--- src/rtl/id_ex_stage_reg.sv ---
`default_nettype none
// ============================================================================
// Module   : id_ex_stage_reg
// Brief    : LC-3b ID/EX pipeline register with load-use interlock.
// Revision : 1.0 - initial release
// ============================================================================
module id_ex_stage_reg #(
  parameter int CNT_W = 16
) (
  input  logic             clk,
  input  logic             rst,
  input  logic             stall_in,
  input  logic             flush,
  input  logic             id_valid,
  input  logic [3:0]       id_opcode,
  input  logic [2:0]       id_sr1,
  input  logic [2:0]       id_sr2,
  input  logic             id_uses_sr1,
  input  logic             id_uses_sr2,
  input  logic [2:0]       id_dest,
  input  logic             id_regwrite,
  input  logic [15:0]      id_sr1_data,
  input  logic [15:0]      id_sr2_data,
  input  logic [15:0]      id_pc,
  input  logic [15:0]      id_imm,
  output logic             ex_valid,
  output logic [3:0]       ex_opcode,
  output logic [2:0]       ex_sr1,
  output logic [2:0]       ex_sr2,
  output logic [2:0]       ex_dest,
  output logic             ex_regwrite,
  output logic [15:0]      ex_sr1_data,
  output logic [15:0]      ex_sr2_data,
  output logic [15:0]      ex_pc,
  output logic [15:0]      ex_imm,
  output logic             stall_if_id,
  output logic [CNT_W-1:0] bubble_count
);

  localparam logic [3:0] C_OP_BR  = 4'b0000;
  localparam logic [3:0] C_OP_LDB = 4'b0010;
  localparam logic [3:0] C_OP_LDR = 4'b0110;
  localparam logic [3:0] C_OP_LDI = 4'b1010;
  localparam logic [CNT_W-1:0] C_CNT_ONE = {{(CNT_W-1){1'b0}}, 1'b1};

  logic             r_valid;
  logic [3:0]       r_opcode;
  logic [2:0]       r_sr1;
  logic [2:0]       r_sr2;
  logic [2:0]       r_dest;
  logic             r_regwrite;
  logic [15:0]      r_sr1_data;
  logic [15:0]      r_sr2_data;
  logic [15:0]      r_pc;
  logic [15:0]      r_imm;
  logic [CNT_W-1:0] r_bubble_count;

  logic w_ex_is_load;
  logic w_src_hit;
  logic w_hazard;

  // Loads deliver data only at the end of MEM, so a consumer directly behind
  // one must wait a cycle; R0 is an ordinary register here.
  assign w_ex_is_load = (r_opcode == C_OP_LDR) || (r_opcode == C_OP_LDB) ||
                        (r_opcode == C_OP_LDI);
  assign w_src_hit    = (id_uses_sr1 && (id_sr1 == r_dest)) ||
                        (id_uses_sr2 && (id_sr2 == r_dest));
  assign w_hazard     = r_valid && r_regwrite && w_ex_is_load && id_valid && w_src_hit;
  assign stall_if_id  = w_hazard && !flush;

  always_ff @(posedge clk) begin
    if (rst) begin
      r_valid        <= 1'b0;
      r_opcode       <= C_OP_BR;
      r_sr1          <= 3'd0;
      r_sr2          <= 3'd0;
      r_dest         <= 3'd0;
      r_regwrite     <= 1'b0;
      r_sr1_data     <= 16'd0;
      r_sr2_data     <= 16'd0;
      r_pc           <= 16'd0;
      r_imm          <= 16'd0;
      r_bubble_count <= '0;
    end else if (stall_in) begin
      r_valid        <= r_valid;
    end else if (flush || w_hazard) begin
      r_valid    <= 1'b0;
      r_opcode   <= C_OP_BR;
      r_sr1      <= 3'd0;
      r_sr2      <= 3'd0;
      r_dest     <= 3'd0;
      r_regwrite <= 1'b0;
      r_sr1_data <= 16'd0;
      r_sr2_data <= 16'd0;
      r_pc       <= 16'd0;
      r_imm      <= 16'd0;
      // Only interlock bubbles are counted; redirects are not stalls.
      if (!flush && (r_bubble_count != {CNT_W{1'b1}}))
        r_bubble_count <= r_bubble_count + C_CNT_ONE;
    end else begin
      r_valid    <= id_valid;
      r_opcode   <= id_opcode;
      r_sr1      <= id_sr1;
      r_sr2      <= id_sr2;
      r_dest     <= id_dest;
      r_regwrite <= id_regwrite && id_valid;
      r_sr1_data <= id_sr1_data;
      r_sr2_data <= id_sr2_data;
      r_pc       <= id_pc;
      r_imm      <= id_imm;
    end
  end

  assign ex_valid     = r_valid;
  assign ex_opcode    = r_opcode;
  assign ex_sr1       = r_sr1;
  assign ex_sr2       = r_sr2;
  assign ex_dest      = r_dest;
  assign ex_regwrite  = r_regwrite;
  assign ex_sr1_data  = r_sr1_data;
  assign ex_sr2_data  = r_sr2_data;
  assign ex_pc        = r_pc;
  assign ex_imm       = r_imm;
  assign bubble_count = r_bubble_count;

endmodule
`default_nettype wire

--- config.mk ---
export PLATFORM = sky130hd
export DESIGN_NAME = id_ex_stage_reg
export DESIGN_NICKNAME = d
export VERILOG_FILES = /design/src/rtl/id_ex_stage_reg.sv
export SDC_FILE = /design/constraint.sdc
export NUM_CORES = 1
export LEC_CHECK = 0
export ABC_CLOCK_PERIOD_IN_PS = 2300
export CELL_PAD_IN_SITES_DETAIL_PLACEMENT = 0
export CELL_PAD_IN_SITES_GLOBAL_PLACEMENT = 2
export CORE_ASPECT_RATIO = 0.8
export CORE_MARGIN = 2
export CORE_UTILIZATION = 22
export DETAILED_ROUTE_END_ITERATION = 16
export MAX_ROUTING_LAYER = met4
export PLACE_DENSITY_LB_ADDON = 0.1
export SLEW_MARGIN = 25
export SYNTH_ARGS = -nofsm -noshare
export SYNTH_HDL_FRONTEND = slang
export SYNTH_SLANG_ARGS = --single-unit
--- constraint.sdc ---
create_clock -name clk -period 2.3 [get_ports clk]
set_input_delay 0.46 -clock clk [delete_from_list [all_inputs] [get_ports clk]]
set_output_delay 0.46 -clock clk [all_outputs]
set_load 0.005 [all_outputs]
==> reports/metrics.yaml <==
pwr:
  vdd.ir_drop.worst_v: 0.000352
  static-leakage-power_uw: 0.00214
  power_per_cell_area_nw_per_um2: 634
final_layout:
  antenna-diode-count: 0
  drive_gt1_share_pct: 10.1
  nNetsFinal: 555
  area_delta_synth_final_pct: 75.4
  final_util_pct: 39.9
cts:
  cts_inserted_buffers: 9
  cts_tree: "yes"
  clkTransAtPathRegs_ps: 60
  ctsRootBufferMaster: "sky130_fd_sc_hd__clkbuf_16"
  numClockSinks: 95
  clkLatencyLatePin_ps: 350
  ctsHoldBuffers: 0
  h-tree-depth: 3
  cts_buffer_depth: 2
yosys:
  sequential_cell_area_fraction_in_the_yosys_report_pct: 58.1
  syn-instance-count: 278
  yosysWarnings: 0
  postSynthAreaPerCell_um2: 11.8
  mappedNetlistNets: 364
  syn_area_um2: 3270
  synth-seq-cells: 95
  synth.distinct_cells: 31
place:
  port_buffers: 180
  place_congestion: 0.724
  dp_hpwl_um: 7470
detailed_routing:
  dr_total_vias: 2859
  viasPerCell: 4.35
  wl_per_cell_um: 16.1
  drc: 0
  routed_wl_um: 10600
  drt_iter0_markers: 116
  drt_pre_antenna_iters: 4
  ant_nets: 0
global_routing:
  globalRouteOverflowTotal: 0
  grt_max_degree: 80
  first_global_vias: 2835
  grt_use_total_pct: 13.9
  grt_pass1_wl_um: 16300
  grt_antenna_before_repair: 0
floorplan:
  die_w_um: 140
  die_height_um: 113
  floorplan.die_area_um2: 15900
  rows: 39
  floorplan.core_area_um2: 14400
  num_io_pins: 181
  initial_core_util_pct: 22.7
critical_path:
  start_kind: "input port"
  path_class: "input port to output port"
  critical_path_peak_fanout: 2
  timing.critical_path.arrival_ps: 1680
  worst-endpoint-required_ps: 1840
  endpoint_kind: "output port"
timing:
  timing.max_slew.rel_slack_pct: 54.4
  achievable-frequency_ghz: 0.466
  min_period_ps: 2140
  worstMarginPinSlew_ps: 680
  setup_viol: 0
  final.setup_skew_ps: 8.20
  fin_worst_hold_slack_ps: 470
  rsz0062_at_grt: "no"
  final_max_slew_violation_count: 0
  hold_violations: 0
  post-route-period-util_pct: 93.2
job:
  timing.max_cap.violations: 0
status:
  status: "finished, final reports clean"
min_path:
  worst_hold_path_type: "register to register"
-- repair_timing --
action,in CTS,in global routing
endpoints found under the setup margin,1,1
buffers inserted,0,0
resized for setup,11,1
pin swaps,1,1
-- path summary, 6_finish.rpt --
path / startpoint / end / slack, ps / cells after the start
setup / recovery: id_sr1[1] / stall_if_id / 160 / 6
hold / removal: ex_imm[3] / ex_imm[3] / 470 / 1
setup reg to reg: bubble_count[1] / bubble_count[14] / 290 / 7
hold reg to reg: ex_imm[3] / ex_imm[3] / 470 / 1
-- cell usage after synthesis --
cell type | instances | area share, %
sky130_fd_sc_hd__dfxtp_1 | 95 | 58
sky130_fd_sc_hd__a22o_1 | 78 | 21
sky130_fd_sc_hd__clkbuf_1 | 15 | 1.7
sky130_fd_sc_hd__nor2_1 | 15 | 1.7
sky130_fd_sc_hd__nand3_1 | 13 | 2.0
sky130_fd_sc_hd__xor2_1 | 13 | 3.5
sky130_fd_sc_hd__nand2_1 | 7 | 0.80
sky130_fd_sc_hd__xnor2_1 | 7 | 1.9
sky130_fd_sc_hd__nand4_1 | 4 | 0.76
sky130_fd_sc_hd__and3_1 | 3 | 0.57
sky130_fd_sc_hd__buf_2 | 3 | 0.46
sky130_fd_sc_hd__nand4_2 | 3 | 1.1
sky130_fd_sc_hd__a21oi_1 | 2 | 0.31
sky130_fd_sc_hd__nor2b_1 | 2 | 0.38
sky130_fd_sc_hd__or3_1 | 2 | 0.38
sky130_fd_sc_hd__a2111oi_4 | 1 | 0.84
sky130_fd_sc_hd__a21oi_2 | 1 | 0.27
sky130_fd_sc_hd__a32o_1 | 1 | 0.31
sky130_fd_sc_hd__and2_1 | 1 | 0.19
sky130_fd_sc_hd__and3_2 | 1 | 0.23
sky130_fd_sc_hd__and4_1 | 1 | 0.27
sky130_fd_sc_hd__and4b_1 | 1 | 0.31
sky130_fd_sc_hd__buf_4 | 1 | 0.23
sky130_fd_sc_hd__dlygate4sd1_1 | 1 | 0.27
sky130_fd_sc_hd__ha_1 | 1 | 0.38
sky130_fd_sc_hd__nor3_1 | 1 | 0.15
sky130_fd_sc_hd__nor3_2 | 1 | 0.31
sky130_fd_sc_hd__nor4_2 | 1 | 0.38
sky130_fd_sc_hd__nor4_4 | 1 | 0.65
sky130_fd_sc_hd__o21ai_0 | 1 | 0.15
sky130_fd_sc_hd__or4b_4 | 1 | 0.42
-- sequential cells by signal, indices dropped and copies added, names as in the netlist --
name	flops
ex_sr1_data	16
bubble_count	16
ex_opcode	4
ex_dest	3
ex_valid	1
ex_pc	16
ex_sr2_data	16
ex_sr2	3
ex_regwrite	1
ex_imm	16
ex_sr1	3
-- report_power, final --
group	internal (uW)	switching [uW]	total, uW
sequential	1700	30.4	1730
combinational	280	130	411
clock	868	629	1500
-- worst max-delay path: stages --
cell	delay (ps)
sky130_fd_sc_hd__clkdlybuf4s50_1	490
sky130_fd_sc_hd__xnor2_1	140
sky130_fd_sc_hd__nand4_2	130
sky130_fd_sc_hd__a21oi_2	170
sky130_fd_sc_hd__nor2b_4	170
sky130_fd_sc_hd__clkbuf_2	120
-- through the flow --
| stage | power (uW) | worst slack [ps] | cell area (um^2) | TNS, ps | std cells |
|---|---|---|---|---|---|
| global route | 3820 | 86.3 | 5740 | 0 | 657 |
| floorplan | 1870 | 427 | 3270 | 0 | 278 |
| global placement | 2180 | -457 | 5440 | -15760 | 642 |
| CTS | 3720 | 25.8 | 5740 | 0 | 657 |
| finish | 3640 | 156 | 5740 | 0 | 657 |
| detailed placement | 2180 | -435 | 5440 | -17710 | 642 |
-- cells by family (layout without fill, tap and decap cells) --
kind of cell	after synthesis	in the layout	share of synthesized area (%)
buffers and inverters	20	215	2.68
adder cells (fa/ha/maj)	1	1	0.382
AO/OA/AOI/OAI	84	84	22.8
AND/OR/NAND/NOR	58	58	10.7
flip-flops	95	95	58.1
XOR/XNOR	20	20	5.36
-- cell type report --
type,instances,area (um^2)
clock buffers,12,246
repair buffers,200,2000
flip-flops and latches,95,1900
clock inverters,3,43.8
well taps,184,230
multi-input cells,163,1310
fillers,1400,8660
-- layer usage --
metal  share of wire [%]  global-route usage, %
met1                  50                   19.0
met2                  42                   19.1
met3                 7.1                   5.42
met4                0.82                   3.23
met5                   0                      -
-- layout by cell type, fill, tap and decap left out, types with 3 or more instances in the layout --
| cell | netlist | layout |
|---|---|---|
| sky130_fd_sc_hd__buf_12 | 0 | 5 |
| sky130_fd_sc_hd__nand2_1 | 7 | 7 |
| sky130_fd_sc_hd__nand4_2 | 3 | 3 |
| sky130_fd_sc_hd__nand4_1 | 4 | 4 |
| sky130_fd_sc_hd__clkdlybuf4s50_1 | 0 | 174 |
| sky130_fd_sc_hd__dlygate4sd2_1 | 0 | 5 |
| sky130_fd_sc_hd__and3_1 | 3 | 3 |
| sky130_fd_sc_hd__xor2_1 | 13 | 13 |
| sky130_fd_sc_hd__clkbuf_16 | 0 | 9 |
| sky130_fd_sc_hd__buf_4 | 1 | 15 |
| sky130_fd_sc_hd__a22o_1 | 78 | 78 |
| sky130_fd_sc_hd__dfxtp_1 | 95 | 95 |
| sky130_fd_sc_hd__xnor2_1 | 7 | 5 |
| sky130_fd_sc_hd__nand3_1 | 13 | 13 |
| sky130_fd_sc_hd__nor2_1 | 15 | 15 |
Note: power is estimated with default switching activity, not from simulation.
